`src/rtl/ctrl_pkg.sv`:
```
// Shared encodings for the multicycle main controller: state codes, datapath select
// encodings and the packed control vector handed from the output decoder to the top.
package ctrl_pkg;

  typedef enum logic [3:0] {
    FETCH    = 4'd0,
    DECODE   = 4'd1,
    MEMADR   = 4'd2,
    MEMRD    = 4'd3,
    MEMWB    = 4'd4,
    MEMWR    = 4'd5,
    EXECUTER = 4'd6,
    EXECUTEI = 4'd7,
    ALUWB    = 4'd8,
    BRANCH   = 4'd9
  } state_t;

  localparam logic [1:0] AluSrcAReg = 2'b00;
  localparam logic [1:0] AluSrcAPc  = 2'b01;

  localparam logic [1:0] AluSrcBReg  = 2'b00;
  localparam logic [1:0] AluSrcBImm  = 2'b01;
  localparam logic [1:0] AluSrcBFour = 2'b10;

  localparam logic [1:0] ResultAluOut = 2'b00;
  localparam logic [1:0] ResultRdData = 2'b01;
  localparam logic [1:0] ResultAlu    = 2'b10;

  localparam logic [1:0] OpDp  = 2'b00;
  localparam logic [1:0] OpMem = 2'b01;
  localparam logic [1:0] OpBr  = 2'b10;

  typedef struct packed {
    logic       ir_write;
    logic       next_pc;
    logic       adr_src;
    logic [1:0] alu_src_a;
    logic [1:0] alu_src_b;
    logic [1:0] result_src;
    logic       reg_w;
    logic       mem_w;
    logic       branch;
    logic       alu_op;
    logic       instr_done;
    logic       illegal;
  } ctrl_t;

endpackage

```
`src/rtl/mcyc_out_decode.sv`:
```
// Combinational Moore output decode: state (plus mem_ready for the handshake strobes)
// to the datapath control vector. Strobes are suppressed while en_i is low.
module mcyc_out_decode
  import ctrl_pkg::*;
(
  input  logic [3:0] state_i,
  input  logic [1:0] op_i,
  input  logic       mem_ready_i,
  input  logic       en_i,
  output ctrl_t      ctrl_o
);

  always_comb begin
    ctrl_o = '0;
    case (state_i)
      FETCH: begin
        ctrl_o.alu_src_a  = AluSrcAPc;
        ctrl_o.alu_src_b  = AluSrcBFour;
        ctrl_o.result_src = ResultAlu;
        ctrl_o.ir_write   = mem_ready_i;
        ctrl_o.next_pc    = mem_ready_i;
      end
      DECODE: begin
        ctrl_o.alu_src_a  = AluSrcAPc;
        ctrl_o.alu_src_b  = AluSrcBFour;
        ctrl_o.result_src = ResultAlu;
        if (op_i == 2'b11) begin
          ctrl_o.illegal    = 1'b1;
          ctrl_o.instr_done = 1'b1;
        end
      end
      EXECUTER: begin
        ctrl_o.alu_src_a = AluSrcAReg;
        ctrl_o.alu_src_b = AluSrcBReg;
        ctrl_o.alu_op    = 1'b1;
      end
      EXECUTEI: begin
        ctrl_o.alu_src_a = AluSrcAReg;
        ctrl_o.alu_src_b = AluSrcBImm;
        ctrl_o.alu_op    = 1'b1;
      end
      ALUWB: begin
        ctrl_o.result_src = ResultAluOut;
        ctrl_o.reg_w      = 1'b1;
        ctrl_o.instr_done = 1'b1;
      end
      MEMADR: begin
        ctrl_o.alu_src_a = AluSrcAReg;
        ctrl_o.alu_src_b = AluSrcBImm;
      end
      MEMRD: begin
        ctrl_o.adr_src = 1'b1;
      end
      MEMWB: begin
        ctrl_o.result_src = ResultRdData;
        ctrl_o.reg_w      = 1'b1;
        ctrl_o.instr_done = 1'b1;
      end
      MEMWR: begin
        ctrl_o.adr_src    = 1'b1;
        ctrl_o.mem_w      = 1'b1;
        ctrl_o.instr_done = mem_ready_i;
      end
      BRANCH: begin
        ctrl_o.alu_src_a  = AluSrcAReg;
        ctrl_o.alu_src_b  = AluSrcBImm;
        ctrl_o.result_src = ResultAlu;
        ctrl_o.branch     = 1'b1;
        ctrl_o.instr_done = 1'b1;
      end
      default: ;
    endcase

    // Selects keep their FETCH values under reset; only the strobes are forced low.
    if (!en_i) begin
      ctrl_o.ir_write   = 1'b0;
      ctrl_o.next_pc    = 1'b0;
      ctrl_o.reg_w      = 1'b0;
      ctrl_o.mem_w      = 1'b0;
      ctrl_o.branch     = 1'b0;
      ctrl_o.instr_done = 1'b0;
      ctrl_o.illegal    = 1'b0;
    end
  end

endmodule

```
`src/rtl/mcyc_ctrl_fsm.sv`:
```
// Multicycle main controller: state register and next-state logic sequencing
// fetch/decode/execute/memory/writeback; output decode lives in mcyc_out_decode.
module mcyc_ctrl_fsm
  import ctrl_pkg::*;
(
  input  logic       clk,
  input  logic       reset,
  input  logic [1:0] Op,
  input  logic [5:0] Funct,
  input  logic       mem_ready,
  output logic       IRWrite,
  output logic       NextPC,
  output logic       AdrSrc,
  output logic [1:0] ALUSrcA,
  output logic [1:0] ALUSrcB,
  output logic [1:0] ResultSrc,
  output logic       RegW,
  output logic       MemW,
  output logic       Branch,
  output logic       ALUOp,
  output logic       instr_done,
  output logic       illegal,
  output logic [3:0] state
);

  state_t state_q, state_d;
  ctrl_t  ctrl;

  // Funct[4:1] is consumed by the ALU decoder, not by this controller.
  logic unused_funct;
  assign unused_funct = ^Funct[4:1];

  always_comb begin
    state_d = state_q;
    case (state_q)
      FETCH:    if (mem_ready) state_d = DECODE;
      DECODE: begin
        unique case (Op)
          OpDp:    state_d = Funct[5] ? EXECUTEI : EXECUTER;
          OpMem:   state_d = MEMADR;
          OpBr:    state_d = BRANCH;
          default: state_d = FETCH;
        endcase
      end
      EXECUTER: state_d = ALUWB;
      EXECUTEI: state_d = ALUWB;
      ALUWB:    state_d = FETCH;
      MEMADR:   state_d = Funct[0] ? MEMRD : MEMWR;
      MEMRD:    if (mem_ready) state_d = MEMWB;
      MEMWB:    state_d = FETCH;
      MEMWR:    if (mem_ready) state_d = FETCH;
      BRANCH:   state_d = FETCH;
      default:  state_d = FETCH;
    endcase
  end

  always_ff @(posedge clk or negedge reset) begin
    if (!reset) begin
      state_q <= FETCH;
    end else begin
      state_q <= state_d;
    end
  end

  mcyc_out_decode u_out_decode (
    .state_i     (state_q),
    .op_i        (Op),
    .mem_ready_i (mem_ready),
    .en_i        (reset),
    .ctrl_o      (ctrl)
  );

  assign IRWrite    = ctrl.ir_write;
  assign NextPC     = ctrl.next_pc;
  assign AdrSrc     = ctrl.adr_src;
  assign ALUSrcA    = ctrl.alu_src_a;
  assign ALUSrcB    = ctrl.alu_src_b;
  assign ResultSrc  = ctrl.result_src;
  assign RegW       = ctrl.reg_w;
  assign MemW       = ctrl.mem_w;
  assign Branch     = ctrl.branch;
  assign ALUOp      = ctrl.alu_op;
  assign instr_done = ctrl.instr_done;
  assign illegal    = ctrl.illegal;
  assign state      = state_q;

endmodule

```
`config.mk`:
```
export PLATFORM = sky130hd
export DESIGN_NAME = mcyc_ctrl_fsm
export DESIGN_NICKNAME = d
export VERILOG_FILES = /design/src/rtl/ctrl_pkg.sv /design/src/rtl/mcyc_out_decode.sv /design/src/rtl/mcyc_ctrl_fsm.sv
export SDC_FILE = /design/constraint.sdc
export NUM_CORES = 1
export LEC_CHECK = 0
export BUFFER_PORTS_ARGS = -buffer_cell sky130_fd_sc_hd__buf_2
export CAP_MARGIN = 5
export CELL_PAD_IN_SITES_DETAIL_PLACEMENT = 1
export CELL_PAD_IN_SITES_GLOBAL_PLACEMENT = 2
export CORE_MARGIN = 3
export CORE_UTILIZATION = 21
export CTS_CLUSTER_DIAMETER = 120
export DETAILED_ROUTE_END_ITERATION = 8
export GPL_TIMING_DRIVEN = 0
export HOLD_SLACK_MARGIN = 0.06
export PLACE_DENSITY_LB_ADDON = 0.08
export RECOVER_POWER = 50
export SYNTH_ARGS = -nofsm -noshare
export SYNTH_HDL_FRONTEND = slang
export SYNTH_HIERARCHICAL = 1
export SYNTH_SLANG_ARGS = --single-unit
```
`constraint.sdc`:
```
create_clock -name clk -period 1.72 [get_ports clk]
set_clock_uncertainty 0.15 [all_clocks]
set_input_delay 0.172 -clock clk [delete_from_list [all_inputs] [get_ports clk]]
set_output_delay 0.172 -clock clk [all_outputs]
set_load 0.01 [all_outputs]
```
After elaboration in Yosys (flattened, before gate mapping)

Cells that the tools add are included.

Register bits: 4
Latch bits: 0
Memory bits (writable): 0
Bits in read-only memories: 0
Word-level logic and storage cells: 47
Memories kept: 0

Add/subtract/negate cells: 0
Multipliers: 0
Div/mod/pow operators: 0
Order comparisons: 0
Eq/ne operators: 15
Shifts and indexed selects: 0
Mux-type cells: 21
Bitwise operators: 0
Reductions and logical operators: 10

Operator list:

| operator           | number |
|---|---|
| $pmux 4 s6         | 1 |
| $eq 4x3->1 const B | 4 |
| $mux 4             | 3 |
| $pmux 4 s3         | 1 |
| $reduce_or 3->1    | 3 |
| $eq 4x2->1 const B | 2 |
| $eq 4x4->1 const B | 2 |
| $mux 2             | 4 |
| $reduce_or 2->1    | 4 |
| $mux 1             | 7 |
| $mux 3             | 2 |
| $ne 2x2->1 const B | 3 |
| $pmux 3 s2         | 1 |
| $eq 2x2->1 const B | 2 |
| $eq 4x1->1 const B | 1 |
| $logic_not 4->1    | 1 |
| $pmux 2 s2         | 1 |
| $pmux 1 s3         | 1 |
| $reduce_and 3->1   | 1 |
| $eq 2x1->1 const B | 1 |
| $logic_not 2->1    | 1 |

Depth between registers and ports, before layout

Gate-level depths: netlist (run 1).

Depth after elaboration: 4
Depth in mapped cells: 4
Gate-level depth less buffers: 3

Hierarchy

The synthesis (run 1) kept the hierarchy.

By module, submodules not included:

| module          | times used | cells an instance | area an instance (sq um) | sequential area each (sq um) |
|---|---|---|---|---|
| mcyc_out_decode | 1          | 34                | 246.5                    | 0.0 |
| mcyc_ctrl_fsm   | 1          | 26                | 244.0                    | 100.1 |

Least setup slack after synthesis (run 1)

No wires, ideal clock.

Path kind: reg2out
From: register state_q[2] (netlist: state[2])
To: output IRWrite
Arrival: 1.490 ns
Required time: 1.398 ns
Path slack: -0.092 ns
Cell stages (with the launch flop): 5
Path buffers: 2
Cells stage by stage: dfrtp_1 buf_6 or3b_1 nor4_2 buf_4

Longest elaborated chain between the ends: 3

RTL lines:

| item                   | RTL line              | source |
|---|---|---|
| from (decl)            | mcyc_ctrl_fsm.sv:26   | `state_t state_q, state_d;` |
| from (signal assigned) | mcyc_ctrl_fsm.sv:61   | `state_q <= state_d;` |
| $logic_not 4->1        | mcyc_out_decode.sv:15 | `case (state_i)` |
| $mux 2                 | mcyc_out_decode.sv:15 |  |
| $mux 2                 | mcyc_out_decode.sv:75 | `if (!en_i) begin` |
| to (decl)              | mcyc_ctrl_fsm.sv:11   | `output logic IRWrite,` |

No other way between the ends.

Final worst setup path (run 1)

From: register state_q[2] (netlist: state[2])
To: output instr_done

Longest elaborated chain between the ends: 4
Elaborated cells on any way between the ends: 8
Classes of those cells: eq/ne (5); mux (2); reduce/logical (1)

RTL lines:

| item                                     | RTL line              | source |
|---|---|---|
| $eq 4x4->1 or $eq 4x3->1 (tied branches) | mcyc_out_decode.sv:15 |  |
| $reduce_or 3->1 (no source line)         | -                     |  |
| $pmux 1 s3 *                             | mcyc_out_decode.sv:15 |  |
| $mux 2 *                                 | mcyc_out_decode.sv:75 |  |
| to (decl)                                | mcyc_ctrl_fsm.sv:21   | `output logic instr_done,` |

Every way passes the cells marked *; elsewhere a longest branch is shown, timed or not.

==> summary.md, run 1 <==
| Metric | Value |
|---|---|
| Die area | `~3000 sq um` |
| Number of failing setup endpoints in the final timing report | `6` |
| DRC violation count after routing | `0` |
| Post-route cell area | `just under 1000 sq um` |
| Highest metal used | `met3` |
| Distinct cell type count of the synthesized netlist | `31` |
| Total via count in the routed design | `between 600 and 700` |
| Pin count of the biggest net entering global routing | `9` |
| Internal | `approximately 0.00097 W` |
| Count of flip-flops with a built-in enable after synthesis | `0` |
| Highest clock frequency the design can meet | `~540 MHz` |
| Minimum clock period after layout | `~1.9 ns` |
| Compound-cell area share of the yosys netlist | `25.3%` |
| Placed wire-length estimate | `1120 microns` |
| Width of the chip | `roughly 54 microns` |
| Wire length of the first global-routing pass | `around 2700 microns` |
| Number of sinks on the clock net | `4` |
| Worst Setup Slack, final | `-0.145 ns` |
| Placeable core area | `2080 sq um` |
| Worst endpoint required time | `1.40 ns` |
| Fraction of registers with async set/reset | `between 90% and 100%` |
| Ys Warns | `6` |
| Top cell type by total area after synthesis | `dfrtp_1` |
| Top-count cell post-synth | `nor2_1` |
| Sum Neg Setup Slack | `-0.506 ns` |
| Max-slew violation count | `0` |
| Post-synthesis share of cell area spent on xor and xnor gates | `around 3.6%` |
| Register bit total from synthesis | `4` |
| DRC violation total after the first TritonRoute iteration | `5` |
| Clock insertion delay at the later pin of the skew report | `about 0.24 ns` |
| Post-synth top cells | `nor2_1, buf_4, dfrtp_1, nand2b_1` |
| Gate power share | `between 80% and 90%` |
| Share of the synthesized area in the top cell type | `20.4%` |
| Syn Nets | `a little over 70` |
| Sequential element share of the synthesized area | `20.4%` |
| Routed length on met2 | `roughly 950 microns` |
| Pre-CTS setup slack | `-0.0524 ns` |
| Area of the mapped netlist | `approximately 490 sq um` |
| Critical path start-end classification | `reg -> out` |
| Routed Wire Length | `1730 microns` |
| Detail Route met3 WL | `57 microns` |
| Hold WC Path Type | `in -> reg` |
| Share of synthesized cell area in full adder, half adder and majority cells | `0%` |
| Fin cells | `130` |
| Layout cells sized above 1 | `about three fifths` |
| Cell Rows | `16` |
| Switching part of the total power | `a little over two fifths` |
| Number of placed cells counting well taps | `about 110` |
| Largest register FFs | `4` |
| Share of total power in the clock network | `slightly below 8%` |
| Post-Synth Simple-Gate Area | `a little under two fifths` |
| Sequential fraction of design power | `a little under a tenth` |
| Worst ir drop on vdd | `0.000716 V` |
| Antenna Diode Count | `0` |
| Result of the run | `finished, violations left` |
| Number of buffers created by CTS | `3` |
| Fin nets | `between 100 and 150` |
| Final ANT Viol Nets | `0` |
| Final clock period utilization by the worst path | `108%` |
| Placed standard-cell area | `654 sq um` |
| Post-Syn Instances | `60` |
| Per-cell routed wire length | `13.3 microns` |
| Y dimension of the die | `approximately 54 microns` |
| Data arrival time of the critical path | `between 1.5 and 2 ns` |
| Net switching power | `0.000726 W` |
| P_leak | `roughly 0.42 nW` |
| Max-capacitance violation count | `0` |
| All-Layer GR Usage | `roughly 12%` |
| Starting Density | `23.6%` |
| Final Hold Fails | `0` |
| TritonCTS clock tree | `yes` |
| Via count of the first global-routing pass | `roughly 630` |
| Leading post-synthesis cells by cell area | `dfrtp_1, a2111oi_2, buf_4` |
| Unrepaired setup endpoints after global routing | `true` |
| Critical path capture point type | `primary output` |
| 1st-pass router iterations | `4` |
| Area Overhead vs Synth | `96.2%` |
| Top-level port count | `30` |
| GRT Residual Overflow | `0` |
| Combinational family with the most area after synthesis | `simple AND/OR/NAND/NOR gates` |
| Number of antenna violations at the first check in global routing | `0` |
| Violations in the final reports | `setup timing` |
| Clock slew at the register clock pins of the worst setup and hold paths | `~0.040 ns` |
| Cell chosen for the clock root | `clkbuf_4` |
| Biggest fanout along the worst timing path | `6` |
| Mux contribution to synthesized area | `0%` |
| Dominant register cell in the synthesized netlist | `dfrtp_1` |
| Crit path launch type | `flip-flop` |
| Average vias per placed instance | `roughly 4.7` |
| H-Tree Depth | `1` |
| Final Wtd Congestion | `around 0.78` |
| Post-Syn Area per Cell | `~8.2 sq um` |
| Count of input and output buffers | `24` |
| Power per standard cell area | `between 1500 and 2000 nW/um^2` |
| Routed length on met1 | `approximately 720 microns` |
| CTS max path bufs | `2` |
==> path summary, 6_finish.rpt <==
path	from	endpoint	slack, ns	cells past startpoint
worst min-delay path	Funct[0]	state[1]$_DFFE_PN0P_	0.09	3
min in group asynchronous	reset	state[0]$_DFFE_PN0P_	0.27	2
worst min register to register	state[3]$_DFFE_PN0P_	state[3]$_DFFE_PN0P_	0.53	2
max in group asynchronous	reset	state[1]$_DFFE_PN0P_	0.96	2
worst max-delay path	state[2]$_DFFE_PN0P_	instr_done	-0.15	6
worst max register to register	state[1]$_DFFE_PN0P_	state[3]$_DFFE_PN0P_	0.09	4
==> per-layer routing <==
layer  GRT usage (%)  vias to the layer above
li1                -                      304
met1            13.6                      297
met2            23.7                       11
met3           0.817                        0
met4            4.98                        0
met5               0                        -
==> layout make-up <==
| cell class | count | area, sq um |
|---|---|---|
| multi-input combinational | 46 | 444 |
| buffer | 7 | 67.6 |
| timing repair buffer | 39 | 275 |
| clock buffer | 4 | 26.3 |
| inverter | 3 | 11.3 |
| sequential | 4 | 104 |
| tap | 27 | 33.8 |
| fill | 261 | 1120 |
==> kinds of logic after synthesis <==
group	after synthesis
other cells	1
compound gates	15
buf+inv	10
flops	4
simple gates	28
xor+xnor	2
==> critical path: stages (launching register included) <==
cell	delay (ns)
dfrtp_2	0.40
buf_6	0.13
buf_4	0.13
buf_12	0.14
a311oi_4	0.30
a2111oi_4	0.07
buf_2	0.15
==> cell usage in the layout, fill, tap and decap left out, types with 3 or more instances in the layout <==
cell type,n
o21ai_0,3
nor2_1,8
inv_1,3
clkbuf_1,5
dfrtp_2,3
nand2b_1,3
buf_4,9
buf_6,8
clkbuf_4,3
buf_2,21
nand2b_4,3
==> power by group through the flow <==
stage | sequential (W) | clock (W) | combinational [W]
5_1_grt | 0.000167 | 0.000142 | 0.00151
2_1_floorplan | 0.000215 | 0 | 0.000545
3_3_place_gp | 0.000219 | 0 | 0.000791
3_5_place_dp | 0.000222 | 0 | 0.000799
6_report | 0.000162 | 0.000132 | 0.00140
4_1_cts | 0.000161 | 0.000136 | 0.00117
==> per-stage QoR <==
step                total power, W  util (%)  hold slack [ns]
floorplan                 0.000760         -           -0.274
global placement           0.00101      31.4           -0.147
detailed placement         0.00102      31.4           -0.145
CTS                        0.00146      41.2           0.0846
global route               0.00182      46.2            0.113
finish                     0.00169      46.2           0.0866
==> timing repair <==
action	CTS	global route
endpoints found under the hold margin	4	0
setup endpoints to repair	12	9
setup buffers	13	1
pin swaps	3	4
gates resized for setup	14	18
hold buffers	1	0
No activity file was read; power rests on OpenSTA's default activity.
==> inputs of run 2 (changes only) <==
--- a/config.mk
+++ b/config.mk
@@ -5,7 +5,7 @@
 export SDC_FILE = /design/constraint.sdc
 export NUM_CORES = 1
 export LEC_CHECK = 0
-export BUFFER_PORTS_ARGS = -buffer_cell sky130_fd_sc_hd__buf_2
+export BUFFER_PORTS_ARGS = -buffer_cell sky130_fd_sc_hd__clkbuf_2
 export CAP_MARGIN = 5
 export CELL_PAD_IN_SITES_DETAIL_PLACEMENT = 1
 export CELL_PAD_IN_SITES_GLOBAL_PLACEMENT = 2
@@ -15,7 +15,7 @@
 export DETAILED_ROUTE_END_ITERATION = 8
 export GPL_TIMING_DRIVEN = 0
 export HOLD_SLACK_MARGIN = 0.06
-export PLACE_DENSITY_LB_ADDON = 0.08
+export PLACE_DENSITY = 0.81
 export RECOVER_POWER = 50
 export SYNTH_ARGS = -nofsm -noshare
 export SYNTH_HDL_FRONTEND = slang
==> summary.md, run 2 (synthesis gave the netlist of run 1 again) <==
| Metric | Value |
|---|---|
| Result of the run | `finished, violations left` |
| Violations in the final reports | `setup timing` |
| Number of failing setup endpoints in the final timing report | `6` |
| Clock insertion delay at the later pin of the skew report | `0.24 ns` |
| Pre-CTS setup slack | `-0.0506 ns` |
| Placed wire-length estimate | `approximately 1200 microns` |
| Average vias per placed instance | `4.84` |
| GRT Residual Overflow | `0` |
| Cell Rows | `16` |
| Cell chosen for the clock root | `clkbuf_4` |
| Total via count in the routed design | `roughly 650` |
| Max-slew violation count | `0` |
| Share of the core filled with cells in the final layout | `43.6%` |
| Largest register FFs | `4` |
| Worst ir drop on vdd | `between 0.0007 and 0.0008 V` |
| Number of buffers created by CTS | `3` |
| Crit path launch type | `flip-flop` |
| Critical path start-end classification | `reg -> out` |
| Cell depth of the worst flop-to-flop path | `5` |
| Commonest non-fill, non-tap cell in the layout | `buf_4` |
| 1st-pass router iterations | `2` |
| Routed Wire Length | `roughly 1900 microns` |
| Worst hold start | `Funct[0]` |
| Biggest fanout along the worst timing path | `4` |
| Antenna Diode Count | `0` |
| Worst endpoint required time | `about 1.4 ns` |
| Top-level port count | `30` |
| DRC violation total after the first TritonRoute iteration | `4` |
| Unrepaired setup endpoints after global routing | `true` |
| Highest clock frequency the design can meet | `between 500 and 600 MHz` |
| TritonCTS clock tree | `yes` |
| Hold WC Path Type | `in -> reg` |
| Count of input and output buffers | `24` |
| Final ANT Viol Nets | `0` |
| Final Hold Fails | `0` |
| FILL cells | `258` |
| Power per standard cell area | `around 1700 nW/um^2` |
| Y dimension of the die | `54.3 microns` |
| Starting Density | `23.6%` |
| Critical path capture point type | `primary output` |
| Data arrival time of the critical path | `about 1.6 ns` |
| Final Wtd Congestion | `between 0.8 and 0.9` |
| Pin count of the biggest net entering global routing | `11` |
| CTS max path bufs | `2` |
| Fin nets | `roughly 120` |
| Number of sinks on the clock net | `4` |
| Layout cells sized above 1 | `61.7%` |
| P_leak | `0.413 nW` |
| Leading cell types in the layout, fill and taps excluded | `buf_4, clkbuf_2, nor2_1` |
| Worst Setup Slack, final | `-0.159 ns` |
| H-Tree Depth | `1` |
| Wire length of the first global-routing pass | `between 2000 and 2500 microns` |
| All-Layer GR Usage | `a little under an eighth` |
| Per-cell routed wire length | `around 14 microns` |
| Area Overhead vs Synth | `85.2%` |
| Width of the chip | `54.3 microns` |
| Worst flop-to-flop path startpoint | `state[2]$_DFFE_PN0P_` |
| Number of instances on the worst hold path | `3` |
| Die area | `~3000 sq um` |
| Power consumption | `around 0.0016 W` |
| Max-capacitance violation count | `0` |
| Placeable core area | `2080 sq um` |
| Via count of the first global-routing pass | `between 500 and 600` |
| Register-to-register setup slack | `approximately 0.030 ns` |
| DRC violation count after routing | `0` |
| Minimum clock period after layout | `around 1.9 ns` |
| Number of antenna violations at the first check in global routing | `0` |
| Final clock period utilization by the worst path | `109%` |
| Crit path launch | `state[2]$_DFFE_PN0P_` |
| Clock slew at the register clock pins of the worst setup and hold paths | `0.04 ns` |
-- run 2: cell types whose count changed in the layout (fill, tap and decap cells not counted), sizes merged --
| cell | change |
|---|---|
| clkbuf | +15 |
| buf | -11 |
-- run 2: critical path: stages, from the launching register on --
cell,delay [ns]
dfrtp_2,0.41
buf_6,0.12
or3b_4,0.40
nor4_4,0.15
buf_4,0.15
buf_6,0.09
-- run 2: path summary, 6_finish.rpt --
kind                                   endpoint
setup / recovery                        IRWrite
hold / removal             state[1]$_DFFE_PN0P_
setup reg to reg           state[3]$_DFFE_PN0P_
hold reg to reg            state[3]$_DFFE_PN0P_
max in group asynchronous  state[1]$_DFFE_PN0P_
min in group asynchronous  state[3]$_DFFE_PN0P_
-- run 2: area by class of cell --
class / instances / area, sq um / area share, %
inverter: 3 / 11.3 / 1.24
buffer: 5 / 48.8 / 5.37
timing repair buffer: 45 / 289 / 31.8
sequential: 4 / 105 / 11.6
clock buffer: 4 / 26.3 / 2.89
multi-input combinational: 46 / 394 / 43.4
tap: 27 / 33.8 / 3.72
-- run 2: power by group --
group | switching [W] | internal [W] | total [W]
Sequential | 0.0000524 | 0.000139 | 0.000191
Combinational | 0.000593 | 0.000659 | 0.00125
Clock | 0.0000443 | 0.0000874 | 0.000132
-- run 2: metal layers --
metal	global-route usage, %	vias to the layer above	share of wire (%)
met3	2.18	2	6.4
li1	-	308	-
met5	0	-	0
met2	19.7	24	52
met1	13.8	315	41
met4	6.22	0	1.1
-- run 2: what timing repair did --
action / in CTS / in global routing
resized for setup: 10 / 17
endpoints found under the setup margin: 12 / 10
hold buffers: 1 / 0
buffers inserted: 8 / 12
endpoints found under the hold margin: 4 / 0
pin swaps: 1 / 4
-- run 2: per-stage QoR --
stage / instances / instance area [sq um] / hold slack [ns] / TNS [ns]
2_1_floorplan: 60 / 500 / -0.274 / -0.00359
3_3_place_gp: 111 / 654 / -0.132 / -0.0636
3_5_place_dp: 111 / 654 / -0.137 / -0.0558
4_1_cts: 124 / 782 / 0.0660 / -0.801
5_1_grt: 134 / 908 / 0.0874 / -1.01
6_report: 134 / 908 / 0.0660 / -0.570
